$ cat src/rtl/traffic_countdown_if.sv
// Light lines from the traffic controller into the countdown stage.
// The controller drives them; the countdown stage only observes.
interface traffic_countdown_if;
    logic red;
    logic yellow;
    logic green;

    modport master (
        output red,
        output yellow,
        output green
    );

    modport slave (
        input red,
        input yellow,
        input green
    );
endinterface

$ cat src/rtl/traffic_countdown.sv
// Phase countdown with BCD split and a scanned two-digit 7-seg display.
// Flags non-one-hot light codes and phases that outlast their time.
module traffic_countdown #(
    parameter int RED_TIME    = 15,
    parameter int YELLOW_TIME = 4,
    parameter int GREEN_TIME  = 11,
    parameter int REFRESH     = 1000
) (
    input  logic                clk,
    input  logic                rst,
    traffic_countdown_if.slave  lights,
    output logic [6:0]          remain,
    output logic [3:0]          tens,
    output logic [3:0]          ones,
    output logic [6:0]          seg,
    output logic [1:0]          an,
    output logic                fault,
    output logic                overrun
);

    localparam int CW = (REFRESH > 1) ? $clog2(REFRESH) : 1;
    localparam logic [CW-1:0] SCAN_TOP = CW'(REFRESH - 1);

    logic [2:0]    light;
    logic [2:0]    light_q;
    logic          one_hot;
    logic [6:0]    load;
    logic [CW-1:0] scan_cnt;
    logic          digit_sel;

    assign light = {lights.red, lights.yellow, lights.green};

    always_comb begin
        one_hot = 1'b0;
        load    = '0;
        unique case (light)
            3'b100: begin
                one_hot = 1'b1;
                load    = 7'(RED_TIME - 1);
            end
            3'b010: begin
                one_hot = 1'b1;
                load    = 7'(YELLOW_TIME - 1);
            end
            3'b001: begin
                one_hot = 1'b1;
                load    = 7'(GREEN_TIME - 1);
            end
            default: begin
                one_hot = 1'b0;
                load    = '0;
            end
        endcase
    end

    function automatic logic [6:0] seg7(input logic [3:0] d);
        case (d)
            4'd0:    seg7 = 7'h3F;
            4'd1:    seg7 = 7'h06;
            4'd2:    seg7 = 7'h5B;
            4'd3:    seg7 = 7'h4F;
            4'd4:    seg7 = 7'h66;
            4'd5:    seg7 = 7'h6D;
            4'd6:    seg7 = 7'h7D;
            4'd7:    seg7 = 7'h07;
            4'd8:    seg7 = 7'h7F;
            4'd9:    seg7 = 7'h6F;
            default: seg7 = 7'h00;
        endcase
    endfunction

    // A bad code overwrites light_q, so the next good code reloads.
    always_ff @(posedge clk or negedge rst) begin
        if (!rst) begin
            light_q <= '0;
            remain  <= '0;
            fault   <= 1'b0;
            overrun <= 1'b0;
        end else begin
            light_q <= light;
            fault   <= ~one_hot;
            overrun <= 1'b0;
            if (!one_hot) begin
                remain <= '0;
            end else if (light != light_q) begin
                remain <= load;
            end else if (remain != 7'd0) begin
                remain <= remain - 7'd1;
            end else begin
                overrun <= 1'b1;
            end
        end
    end

    always_ff @(posedge clk or negedge rst) begin
        if (!rst) begin
            tens      <= '0;
            ones      <= '0;
            scan_cnt  <= '0;
            digit_sel <= 1'b0;
            seg       <= '0;
            an        <= '0;
        end else begin
            tens <= 4'(remain / 7'd10);
            ones <= 4'(remain % 7'd10);
            if (scan_cnt == SCAN_TOP) begin
                scan_cnt  <= '0;
                digit_sel <= ~digit_sel;
            end else begin
                scan_cnt <= scan_cnt + 1'b1;
            end
            if (fault) begin
                seg <= '0;
                an  <= 2'b00;
            end else if (digit_sel) begin
                if (tens == 4'd0) begin
                    seg <= '0;
                    an  <= 2'b00;
                end else begin
                    seg <= seg7(tens);
                    an  <= 2'b10;
                end
            end else begin
                seg <= seg7(ones);
                an  <= 2'b01;
            end
        end
    end

endmodule

$ cat src/flat_wrapper.sv
// flat-port wrapper written by rule: the top's interface ports become plain ports
module traffic_countdown_flat 
#(
    parameter int RED_TIME    = 15,
    parameter int YELLOW_TIME = 4,
    parameter int GREEN_TIME  = 11,
    parameter int REFRESH     = 1000
)
  (clk, rst, remain, tens, ones, seg, an, fault, overrun, lights_red, lights_yellow, lights_green);
  traffic_countdown_if lights_i ();
  input  logic clk;
  input  logic rst;
  output logic [6:0] remain;
  output logic [3:0] tens;
  output logic [3:0] ones;
  output logic [6:0] seg;
  output logic [1:0] an;
  output logic fault;
  output logic overrun;
  input wire logic [$bits(lights_i.red)-1:0] lights_red;
  input wire logic [$bits(lights_i.yellow)-1:0] lights_yellow;
  input wire logic [$bits(lights_i.green)-1:0] lights_green;
  assign lights_i.red = lights_red;
  assign lights_i.yellow = lights_yellow;
  assign lights_i.green = lights_green;
  traffic_countdown #(.RED_TIME(RED_TIME), .YELLOW_TIME(YELLOW_TIME), .GREEN_TIME(GREEN_TIME), .REFRESH(REFRESH)) u_core (.clk(clk), .rst(rst), .lights(lights_i), .remain(remain), .tens(tens), .ones(ones), .seg(seg), .an(an), .fault(fault), .overrun(overrun));
endmodule
$ cat config.mk
export PLATFORM = sky130hd
export DESIGN_NAME = traffic_countdown_flat
export DESIGN_NICKNAME = d
export VERILOG_FILES = /design/src/rtl/traffic_countdown_if.sv /design/src/rtl/traffic_countdown.sv /design/src/flat_wrapper.sv
export SDC_FILE = /design/constraint.sdc
export NUM_CORES = 1
export LEC_CHECK = 0
export ABC_CLOCK_PERIOD_IN_PS = 2570
export BUFFER_PORTS_ARGS = -buffer_cell sky130_fd_sc_hd__buf_2
export CAP_MARGIN = 20
export CORE_UTILIZATION = 58
export CTS_BUF_LIST = sky130_fd_sc_hd__clkbuf_16
export DETAILED_ROUTE_END_ITERATION = 8
export PLACE_DENSITY = 0.88
export SLEW_MARGIN = 5
export SYNTH_ARGS = -nofsm -noshare
export SYNTH_HDL_FRONTEND = slang
export SYNTH_SLANG_ARGS = --single-unit
export TNS_END_PERCENT = 100
$ cat constraint.sdc
create_clock -name clk -period 2.57 [get_ports clk]
set_input_delay 0.1285 -clock clk [delete_from_list [all_inputs] [get_ports clk]]
set_output_delay 0.1285 -clock clk [all_outputs]
set_load 0.05 [all_outputs]
# == Word level (Yosys, flattened, before mapping) ==
# Memory sizes are Yosys's and may differ from the RTL's.
# Cells that the tools add are included.
# totals
inputBits,5
register_bits,40
romBits,224
memories,2
# classes
addsub,2
n_bitwise,2
div_mod_pow,2
muxes,15
reduce_logical,3
eq_ne,6
# mem_list
memory,depth,width,read_ports,rd_ports_with_merged_regs,write_ports,line_no,source
(no name shown),16,7,1,0,0,traffic_countdown.sv:57,case (d)
(no name shown),16,7,1,0,0,traffic_countdown.sv:57,
# ops
op,count
2-to-1 mux 7 bit,6
case mux 4 bit (3 select lines),1
adder 10 x 1 -> 10 bit (second input constant),1
== test 10 bit (second input constant),1
2-to-1 mux 10 bit,1
divider 7 x 4 -> 7 bit (second input constant),1
remainder unit 7 x 4 -> 7 bit (second input constant),1
nonzero test 7 bit,1
subtractor 7 x 1 -> 7 bit (second input constant),1
2-to-1 mux 2 bit,3
logical NOT 4 bit,1
2-to-1 mux 1 bit,4
== test 3 x 1 -> 1 bit (second input constant),1
== test 3 x 2 -> 1 bit (second input constant),1
== test 3 bit (second input constant),1
!= test 3 bit,1
!= test 3 bit (second input constant),1
OR reduction 3 bit,1
inverter 1 bit,2

# == Depth between registers and ports, before layout ==
# Gate-level depths: netlist of the first run.
# logic_depth
word_depth,4
depth_mapped,9
depth_no_buf,8

# == Worst setup path after synthesis of the first run ==
# OpenSTA, ideal clock, no wires.
# synth_timing
path_type,register to register
start,reg u_core.remain[4]
end,reg u_core.ones[2]
slack_ps,265
path_buffers,1
arrival_time_ps,2223
path_stages_with_launch,10
path_cell_list,dfrtp_1 > buf_4 > or3b_1 > a31o_2 > o211ai_1 > inv_1 > ha_1 > nor2b_1 > o21a_1 > o22ai_1
# synth_via
elab_chain_cells,1
# synth_rtl
element,line_no,source
"start, declared",traffic_countdown.sv:12,"output logic [6:0] remain,"
"start signal, assigned",traffic_countdown.sv:86,remain <= load;
"start signal, assigned",traffic_countdown.sv:88,remain <= remain - 7'd1;
remainder unit 7 x 4 -> 7 bit,traffic_countdown.sv:105,ones <= 4'(remain % 7'd10);
"end signal, assigned",traffic_countdown.sv:105,
"end, declared",traffic_countdown.sv:14,"output logic [3:0] ones,"
# No other way between the ends.
# A chain may end at the register's enable or synchronous reset.

# == Worst setup path after layout of the first run ==
# layout_timing
start,reg u_core.remain[5]
end,reg u_core.ones[2]
# The elaborated chain is that of the path after synthesis.

==> impl_metrics.ini, run 1 <==
[job]
max_capacitance_violation_count = 0

[global_routing]
grt_start_max_net_pins = 41
global_route.overflow_total = 0
number_of_global_route_vias_before_repair = 1898
grt_antenna_before_repair = 0
wire_length_of_the_first_global_routing_pass_um = 8397
grt_util_all_layers_pct = 25.18

[place]
dp_worst_setup_slack_ps = 415.7
routabilityCongestion = 0.9021
io_buffers = 30
dp.final_hpwl_um = 3441

[sta]
final_slew_viol_count = 0
final.setup_skew_ps = 6.289
rsz0062_at_grt = false
whs_ps = 59.40
final_min_period_over_clock_period_pct = 86.20
hold_violations = 0
maxClockFrequency_mhz = 451.4
worstMarginPinSlew_ps = 846.6
timing.slew.headroom_pct = 43.56
setup_viol_count_final = 0
totalNegativeSetupSlack_ps = 0
timing.final.ws_setup_ps = 354.6
fin_crit_ps = 2215

[routing]
wire_per_inst_um = 14.67
drt-initial-drc-count = 270
drc = 0
routed_via_density = 5.980
drt_antenna_net_count = 0
via_count = 2063
detailedRoute.firstPassIterationCount = 8
drt_wl_total_um = 5060

[yosys]
ys.flop_type = sky130_fd_sc_hd__dfrtp_1
ys_warn_count = 0
synth.lib_cells_used.distinct = 51
synth_async_sr_flop_share_pct = 100.0
synth_cells = 263
synth-seq-cells = 40
synth.cell_area_um2 = 2430
synth-seq-area-share_pct = 41.19
syn_nets = 284
syn-mean-instance-area_um2 = 9.239
synth_enable_flop_cells = 0

[clocking]
hold_buffers = 1
clk_pin_slew_worst_paths_ps = 60
max-clock-path-buffers = 2
htree_num_levels = 2
clock-sinks = 40
cts_made_buffers = 5
postCtsResizedCells = 0
cts-root-buf = sky130_fd_sc_hd__clkbuf_16
tritoncts_clock_tree = built
cts_post_setup_buffers_inserted = 0
clk_latency_ps = 280

[cells_and_area]
antenna_cells = 0
syn_to_final_growth_pct = 15.29
finalCoreUtilization_pct = 70.03
fillerInstances = 298
num-nets-final = 315
drive_gt1_share_pct = 17.63

[power_and_ir_drop]
netSwitchingPower_w = 0.0006234
combinationalPowerShare_pct = 24.6
power.share.sequential_pct = 37.7
swShare_pct = 32.83
power.share.clock_pct = 37.7
power.leakage_nw = 1.246
powerDensity_nw_per_um2 = 677.8
p_int_w = 0.001275
max-vdd-ir-drop_mv = 0.3920

[setup_path]
critical_path.endpoint_type = flip-flop
critical_path_maximum_fanout = 8
crit_path_start_kind = flip-flop
worst-endpoint-required_ps = 2770
arr_time_crit_path_ps = 2420
path_class = flip-flop to flip-flop

[run_status]
run_status = complete, no violations

[min_path]
worstHoldPathType = input pin to flip-flop

[floorplanning]
floorplan.rows = 23
core-area_um2 = 4000
start_util_pct = 60.74
chipWidth_um = 66.73
die_y_um = 66.73
floorplan.die_area_um2 = 4452
io-pin-count = 31
## worst max-delay path, stage by stage (launching register included)
cell	delay, ps
sky130_fd_sc_hd__dfrtp_1	450
sky130_fd_sc_hd__or4bb_1	530
sky130_fd_sc_hd__a31o_2	220
sky130_fd_sc_hd__o211ai_1	120
sky130_fd_sc_hd__inv_1	100
sky130_fd_sc_hd__ha_1	250
sky130_fd_sc_hd__nor2b_1	160
sky130_fd_sc_hd__o21a_1	170
sky130_fd_sc_hd__o22ai_1	120
## power by group through the flow
stage | clock network, W | logic [W] | registers [W]
after floorplan | 0 | 0.000218 | 0.000862
after global placement | 0 | 0.000451 | 0.000725
after detailed placement | 0 | 0.000461 | 0.000728
after CTS | 0.000724 | 0.000465 | 0.000716
after global routing | 0.000747 | 0.000513 | 0.000725
final | 0.000716 | 0.000467 | 0.000716
## per-stage QoR
stage / total power (W) / std cells / cell area [µm²]
floorplan: 0.001080 / 263 / 2430
global placement: 0.001176 / 336 / 2620
detailed placement: 0.001189 / 336 / 2620
CTS: 0.001905 / 345 / 2801
global route: 0.001985 / 345 / 2801
finish: 0.001899 / 345 / 2801
## layout by cell type (no fill, tap or decap), types with 6 or more instances in the layout
| cell type | n |
|---|---|
| sky130_fd_sc_hd__nor2_1 | 33 |
| sky130_fd_sc_hd__o21ai_0 | 15 |
| sky130_fd_sc_hd__nor3_1 | 7 |
| sky130_fd_sc_hd__nand3_1 | 14 |
| sky130_fd_sc_hd__ha_1 | 16 |
| sky130_fd_sc_hd__xnor2_1 | 10 |
| sky130_fd_sc_hd__nand2b_1 | 6 |
| sky130_fd_sc_hd__a21oi_1 | 14 |
| sky130_fd_sc_hd__buf_2 | 30 |
| sky130_fd_sc_hd__inv_1 | 16 |
| sky130_fd_sc_hd__xor2_1 | 7 |
| sky130_fd_sc_hd__nor2b_1 | 7 |
| sky130_fd_sc_hd__nand2_1 | 14 |
| sky130_fd_sc_hd__dfrtp_1 | 40 |
## flip-flops by register name, indices dropped and copies added, names as in the netlist
register / flops
u_core.light_q: 3
u_core.ones: 4
u_core.tens: 4
u_core.scan_cnt: 10
u_core.seg: 7
u_core.overrun: 1
u_core.digit_sel: 1
u_core.fault: 1
u_core.an: 2
u_core.remain: 7
## layer usage
metal | GRT usage [%] | wire (µm)
met5 | 0 | 0
met1 | 31.33 | 2176
met3 | 6.164 | 288
met2 | 42.17 | 2512
met4 | 8.777 | 82
## cell families after synthesis
kind of cell,after synthesis,synth area share [%]
muxes,2,0.8754
AOI/OAI and AO/OA,61,17.04
DFF,40,41.19
buffers and inverters,27,4.634
adders and majority gates,16,8.239
xor gates and xnor gates,18,6.797
and+or+nand+nor,99,21.22
## path summary, 6_finish.rpt
kind                       depth (start not counted)                 to        startpoint  slack (ps)
max in group asynchronous                          2     u_core.ones[1]               rst        1550
setup reg to reg                                   8     u_core.ones[2]  u_core.remain[5]         350
setup / recovery                                   8     u_core.ones[2]  u_core.remain[5]         350
hold / removal                                     1  u_core.light_q[0]      lights_green          60
min in group asynchronous                          2      u_core.seg[6]               rst         490
hold reg to reg                                    0     u_core.ones[0]  u_core.remain[0]         490
## cells in the mapped netlist, types with 3 or more instances
library cell / instances / share of area (%)
sky130_fd_sc_hd__o21ai_0: 15 / 3.1
sky130_fd_sc_hd__ha_1: 16 / 8.2
sky130_fd_sc_hd__a21oi_1: 14 / 2.9
sky130_fd_sc_hd__o21a_1: 3 / 0.93
sky130_fd_sc_hd__xnor2_1: 10 / 3.6
sky130_fd_sc_hd__buf_2: 3 / 0.62
sky130_fd_sc_hd__clkbuf_1: 5 / 0.77
sky130_fd_sc_hd__nand2b_1: 6 / 1.5
sky130_fd_sc_hd__a31oi_1: 5 / 1.3
sky130_fd_sc_hd__nand2_1: 14 / 2.2
sky130_fd_sc_hd__a211oi_1: 3 / 0.93
sky130_fd_sc_hd__xor2_1: 7 / 2.5
sky130_fd_sc_hd__nor2b_1: 7 / 1.8
sky130_fd_sc_hd__inv_1: 16 / 2.5
sky130_fd_sc_hd__nor2_1: 33 / 5.1
sky130_fd_sc_hd__nand3_1: 14 / 2.9
sky130_fd_sc_hd__dfrtp_1: 40 / 41
sky130_fd_sc_hd__nor3_1: 7 / 1.4
## final cells by class
cell class	count	area [µm²]	area share [%]
Multi-Input combinational cell	196	1316	46.99
Clock inverter	3	46.29	1.653
Sequential cell	40	1001	35.73
Tap cell	50	62.56	2.233
Timing Repair Buffer	35	190.2	6.789
Clock buffer	5	125.1	4.466
Inverter	16	60.06	2.144
Note: power is estimated with default switching activity, not from simulation.
==> run 2, diff against run 1 <==
--- a/config.mk
+++ b/config.mk
@@ -6,12 +6,12 @@
 export NUM_CORES = 1
 export LEC_CHECK = 0
 export ABC_CLOCK_PERIOD_IN_PS = 2570
-export BUFFER_PORTS_ARGS = -buffer_cell sky130_fd_sc_hd__buf_2
 export CAP_MARGIN = 20
-export CORE_UTILIZATION = 58
+export CORE_UTILIZATION = 60
 export CTS_BUF_LIST = sky130_fd_sc_hd__clkbuf_16
 export DETAILED_ROUTE_END_ITERATION = 8
-export PLACE_DENSITY = 0.88
+export DONT_BUFFER_PORTS = 1
+export PLACE_DENSITY = 0.84
 export SLEW_MARGIN = 5
 export SYNTH_ARGS = -nofsm -noshare
 export SYNTH_HDL_FRONTEND = slang
==> run 2 against run 1 <==
Net effect: sequential power rose by 14%; critical endpoint unchanged; clock skew shrank 1.0 ps; total power decreased by 2.7%; maximum frequency hardly changed; cell count is 6.1% lower; routed wire length shrank 1.3%.
==> impl_metrics.ini, run 2 (synthesized netlist as in run 1, its figures left out) <==
[run_status]
run_status = complete, no violations

[cells_and_area]
flip_flop_count_of_the_largest_register_after_layout = 10
syn_to_final_growth_pct = 12.98
finalCoreUtilization_pct = 72.79
largestRegisters = u_core.scan_cnt (10), u_core.remain (7), u_core.seg (7)
drive_gt1_share_pct = 9.783
num-nets-final = 296
layout.cells.most_common_list = 40 x sky130_fd_sc_hd__dfrtp_1, 33 x sky130_fd_sc_hd__nor2_1, 16 x sky130_fd_sc_hd__inv_1, 16 x sky130_fd_sc_hd__ha_1, 15 x sky130_fd_sc_hd__o21ai_0
layout.cells.most_common = sky130_fd_sc_hd__dfrtp_1
register_with_the_highest_flop_count = u_core.scan_cnt
antenna_cells = 0

[sta]
final_slew_viol_count = 0
worstMarginPinSlew_ps = 726.9
final.setup_skew_ps = 5.278
setup_viol_count_final = 0
final_min_period_over_clock_period_pct = 86.26
maxClockFrequency_mhz = 451.1
timing.slew.headroom_pct = 51.54
totalNegativeSetupSlack_ps = 0
timing.final.ws_setup_ps = 353.2
fin_crit_ps = 2217
rsz0062_at_grt = false
whs_ps = 16.43
hold_violations = 0

[place]
routabilityCongestion = 0.8954
dp.final_hpwl_um = 3516
io_buffers = 0
dp_worst_setup_slack_ps = 371.2

[setup_path]
cp_slowest_stage_delay_ps = 540
cpMaxStageDelayCell = sky130_fd_sc_hd__or4bb_1
critical_path_buf_inv_count = 1
critical_path.endpoint_type = flip-flop
worst-endpoint-required_ps = 2780
path_class = flip-flop to flip-flop
worst_path_dominant_cell_family = simple AND/OR/NAND/NOR gates
crit_path_start_kind = flip-flop
critical_path.cell_chain = or4bb_1 > a31o_2 > o211ai_1 > inv_1 > ha_1 > nor2b_1 > o21a_1 > o22ai_1
critical_path_maximum_fanout = 12
arr_time_crit_path_ps = 2420

[routing]
met3WireLength_um = 274
met2_wire_len_um = 2523
routed_via_density = 5.963
drt_antenna_net_count = 0
drt_wl_total_um = 4992
top_signal_layer_used = met4
drt-initial-drc-count = 195
route.layer.met1.wl_um = 2129
wire_per_inst_um = 15.41
via_count = 1932
drc = 0
detailedRoute.firstPassIterationCount = 4

[global_routing]
wire_length_of_the_first_global_routing_pass_um = 8438
grt_util_all_layers_pct = 26.10
number_of_global_route_vias_before_repair = 1884
grt_antenna_before_repair = 0
global_route.overflow_total = 0
grt_start_max_net_pins = 41

[floorplanning]
io-pin-count = 31
start_util_pct = 64.43
floorplan.die_area_um2 = 4308
core-area_um2 = 3771
chipWidth_um = 65.64
die_y_um = 65.64
floorplan.rows = 22

[clocking]
clk_pin_slew_worst_paths_ps = 60
clock-sinks = 40
postCtsResizedCells = 0
cts_made_buffers = 5
cts-root-buf = sky130_fd_sc_hd__clkbuf_16
tritoncts_clock_tree = built
htree_num_levels = 2
clk_latency_ps = 280
max-clock-path-buffers = 2

[power_and_ir_drop]
power.leakage_nw = 1.157
power.total_w = 0.001848
max-vdd-ir-drop_mv = 0.2998
powerDensity_nw_per_um2 = 673.2

[min_path]
worstHoldPathType = input pin to flip-flop

[job]
max_capacitance_violation_count = 0
==> run 2: through the flow <==
step,instances,cell area (µm²)
3_5_place_dp,310,2512
3_3_place_gp,310,2512
4_1_cts,323,2735
2_1_floorplan,263,2430
6_report,324,2745
5_1_grt,324,2745
==> run 2: area by class of cell <==
class	count	area, µm²
multi-input cells	196	1316
fillers	249	1026
flip-flops and latches	40	1001
repair buffers	16	145.1
clock buffers	5	125.1
inverters	16	60.06
well taps	48	60.06
clock inverters	3	37.54
==> run 2: repair_timing <==
action | CTS | global route
buffers inserted | 0 | 0
endpoints found under the hold margin | 44 | 1
hold buffers | 5 | 1
==> run 2: worst paths after layout <==
path | startpoint | end | slack, ps | depth (start not counted)
max in group asynchronous | rst | u_core.tens[0] | 2050 | 2
max | u_core.remain[5] | u_core.ones[2] | 350 | 8
min reg2reg | u_core.scan_cnt[0] | u_core.scan_cnt[0] | 490 | 1
min | lights_green | u_core.fault | 20 | 1
max reg2reg | u_core.remain[5] | u_core.ones[2] | 350 | 8
min in group asynchronous | rst | u_core.digit_sel | 320 | 2
==> run 2: power breakdown <==
group          total, W  internal [W]  switching (W)  leakage [nW]
clock          0.000690      0.000451       0.000239        0.0789
combinational  0.000339      0.000130       0.000209         0.562
sequential     0.000819      0.000671       0.000148         0.516
==> run 2: routing by layer <==
| metal | GRT usage (%) | vias to the layer above |
|---|---|---|
| li1 | - | 948 |
| met2 | 43.49 | 68 |
| met1 | 30.83 | 907 |
| met5 | 0 | - |
| met4 | 10.33 | 0 |
| met3 | 8.333 | 9 |
==> run 3, diff against run 2 <==
--- a/config.mk
+++ b/config.mk
@@ -8,7 +8,6 @@
 export ABC_CLOCK_PERIOD_IN_PS = 2570
 export CAP_MARGIN = 20
 export CORE_UTILIZATION = 60
-export CTS_BUF_LIST = sky130_fd_sc_hd__clkbuf_16
 export DETAILED_ROUTE_END_ITERATION = 8
 export DONT_BUFFER_PORTS = 1
 export PLACE_DENSITY = 0.84
==> run 3 against run 2 <==
Net effect: cell area down 1.7%; clock power down 18%; clock-buffer cell count up 2; non-clock buffer count down 1; critical path type unchanged.
==> impl_metrics.ini, run 3 (synthesized netlist as in run 1, its figures left out) <==
[power_and_ir_drop]
max-vdd-ir-drop_mv = 0.3120
powerDensity_nw_per_um2 = 638.0
power.leakage_nw = 1.138

[setup_path]
cpMaxStageDelayCell = sky130_fd_sc_hd__or4bb_1
worst_path_dominant_cell_family = simple AND/OR/NAND/NOR gates
cp_slowest_stage_delay_ps = 550
critical_path_depth = 8
arr_time_crit_path_ps = 2480
r2r.worst_path.cells = 8
critical_path_buf_inv_count = 1
critical_path.cell_chain = or4bb_1 > a31o_2 > o211ai_1 > inv_1 > ha_1 > nor2b_1 > o21a_1 > o22ai_1
worstReg2RegEnd = u_core.ones[2]
crit_path_start_kind = flip-flop
r2r_start = u_core.remain[5]
critical_path_maximum_fanout = 12
path_class = flip-flop to flip-flop
worst_setup_path_endpoint = u_core.ones[2]
worst-endpoint-required_ps = 2790
r2r_setup_slack_ps = 310
critical_path.endpoint_type = flip-flop
critical_path.startpoint = u_core.remain[5]

[sta]
totalNegativeSetupSlack_ps = 0
final.setup_skew_ps = 3.659
rsz0062_at_grt = false
maxClockFrequency_mhz = 442.4
timing.slew.headroom_pct = 51.62
final_min_period_over_clock_period_pct = 87.95
whs_ps = 15.63
worstMarginPinSlew_ps = 725.7
setup_viol_count_final = 0
hold_violations = 0
timing.final.ws_setup_ps = 309.7
final_slew_viol_count = 0
fin_crit_ps = 2260

[clocking]
max-clock-path-buffers = 2
hold_buffers = 5
cts-root-buf = sky130_fd_sc_hd__clkbuf_8
clk_latency_ps = 290
tritoncts_clock_tree = built
cts_post_setup_buffers_inserted = 0
cts_made_buffers = 5
htree_num_levels = 2
postCtsResizedCells = 0
clk_pin_slew_worst_paths_ps = 80
clock-sinks = 40

[floorplanning]
io-pin-count = 31
core-area_um2 = 3771
floorplan.die_area_um2 = 4308
floorplan.rows = 22
chipWidth_um = 65.64
start_util_pct = 64.43
die_y_um = 65.64

[global_routing]
grt_util_all_layers_pct = 25.51
grt_antenna_before_repair = 0
wire_length_of_the_first_global_routing_pass_um = 8411
global_route.overflow_total = 0
number_of_global_route_vias_before_repair = 1913
grt_start_max_net_pins = 41

[routing]
routed_via_density = 6.012
drt-initial-drc-count = 149
drt_antenna_net_count = 0
via_count = 1942
drt_wl_total_um = 4927
detailedRoute.firstPassIterationCount = 4
drc = 0
wire_per_inst_um = 15.25

[cells_and_area]
register_with_the_highest_flop_count = u_core.scan_cnt
layout.cells.most_common = sky130_fd_sc_hd__dfrtp_1
largestRegisters = u_core.scan_cnt (10), u_core.remain (7), u_core.seg (7)
antenna_cells = 0
flip_flop_count_of_the_largest_register_after_layout = 10
drive_gt1_share_pct = 10.55
syn_to_final_growth_pct = 11.07
layout.cells.most_common_list = 40 x sky130_fd_sc_hd__dfrtp_1, 33 x sky130_fd_sc_hd__nor2_1, 16 x sky130_fd_sc_hd__inv_1, 16 x sky130_fd_sc_hd__ha_1, 15 x sky130_fd_sc_hd__o21ai_0
num-nets-final = 295
post_layout_nonfiller_instances = 323

[place]
routabilityCongestion = 0.8954
place_inst = 310
dp_worst_setup_slack_ps = 371.2
io_buffers = 0
dp.final_hpwl_um = 3516

[job]
max_capacitance_violation_count = 0

[run_status]
run_status = complete, no violations

[min_path]
worstHoldPathType = input pin to flip-flop
-- run 3: metrics by stage --
| step | util (%) | area (µm²) | power, W |
|---|---|---|---|
| CTS | 71.57 | 2699 | 0.001724 |
| finish | 71.57 | 2699 | 0.001722 |
| global route | 71.57 | 2699 | 0.001810 |
| global placement | 66.62 | 2512 | 0.001133 |
| floorplan | - | 2430 | 0.001080 |
| detailed placement | 66.62 | 2512 | 0.001144 |
-- run 3: power by group --
group | switching, W | total (W) | internal [W]
registers | 0.000147 | 0.000817 | 0.000670
logic | 0.000208 | 0.000337 | 0.000129
clock network | 0.000225 | 0.000568 | 0.000343
-- run 3: worst min-delay path by stage --
stage                           from               end  slack, ps  depth (start not counted)
after global routing      lights_red  u_core.remain[2]        0.8                          2
after CTS                 lights_red  u_core.remain[2]         10                          2
after floorplan                  rst      u_core.an[0]       -170                          0
after global placement           rst     u_core.seg[0]       -170                          0
final                     lights_red  u_core.remain[2]         20                          2
after detailed placement         rst     u_core.seg[0]       -170                          0
-- run 3: layout make-up --
class | count | area, µm²
clock buffers | 7 | 96.34
clock inverters | 1 | 30.03
fillers | 264 | 1072
inverters | 16 | 60.06
multi-input cells | 196 | 1316
flip-flops and latches | 40 | 1001
well taps | 48 | 60.06
repair buffers | 15 | 135.1
-- run 3: routing by layer --
| layer | vias up | GRT usage, % | share of wire, % |
|---|---|---|---|
| li1 | 943 | - | - |
| met1 | 918 | 30.61 | 41 |
| met2 | 70 | 43.37 | 51 |
| met3 | 11 | 6.771 | 5.9 |
| met4 | 0 | 9.239 | 1.4 |
| met5 | - | 0 | 0 |
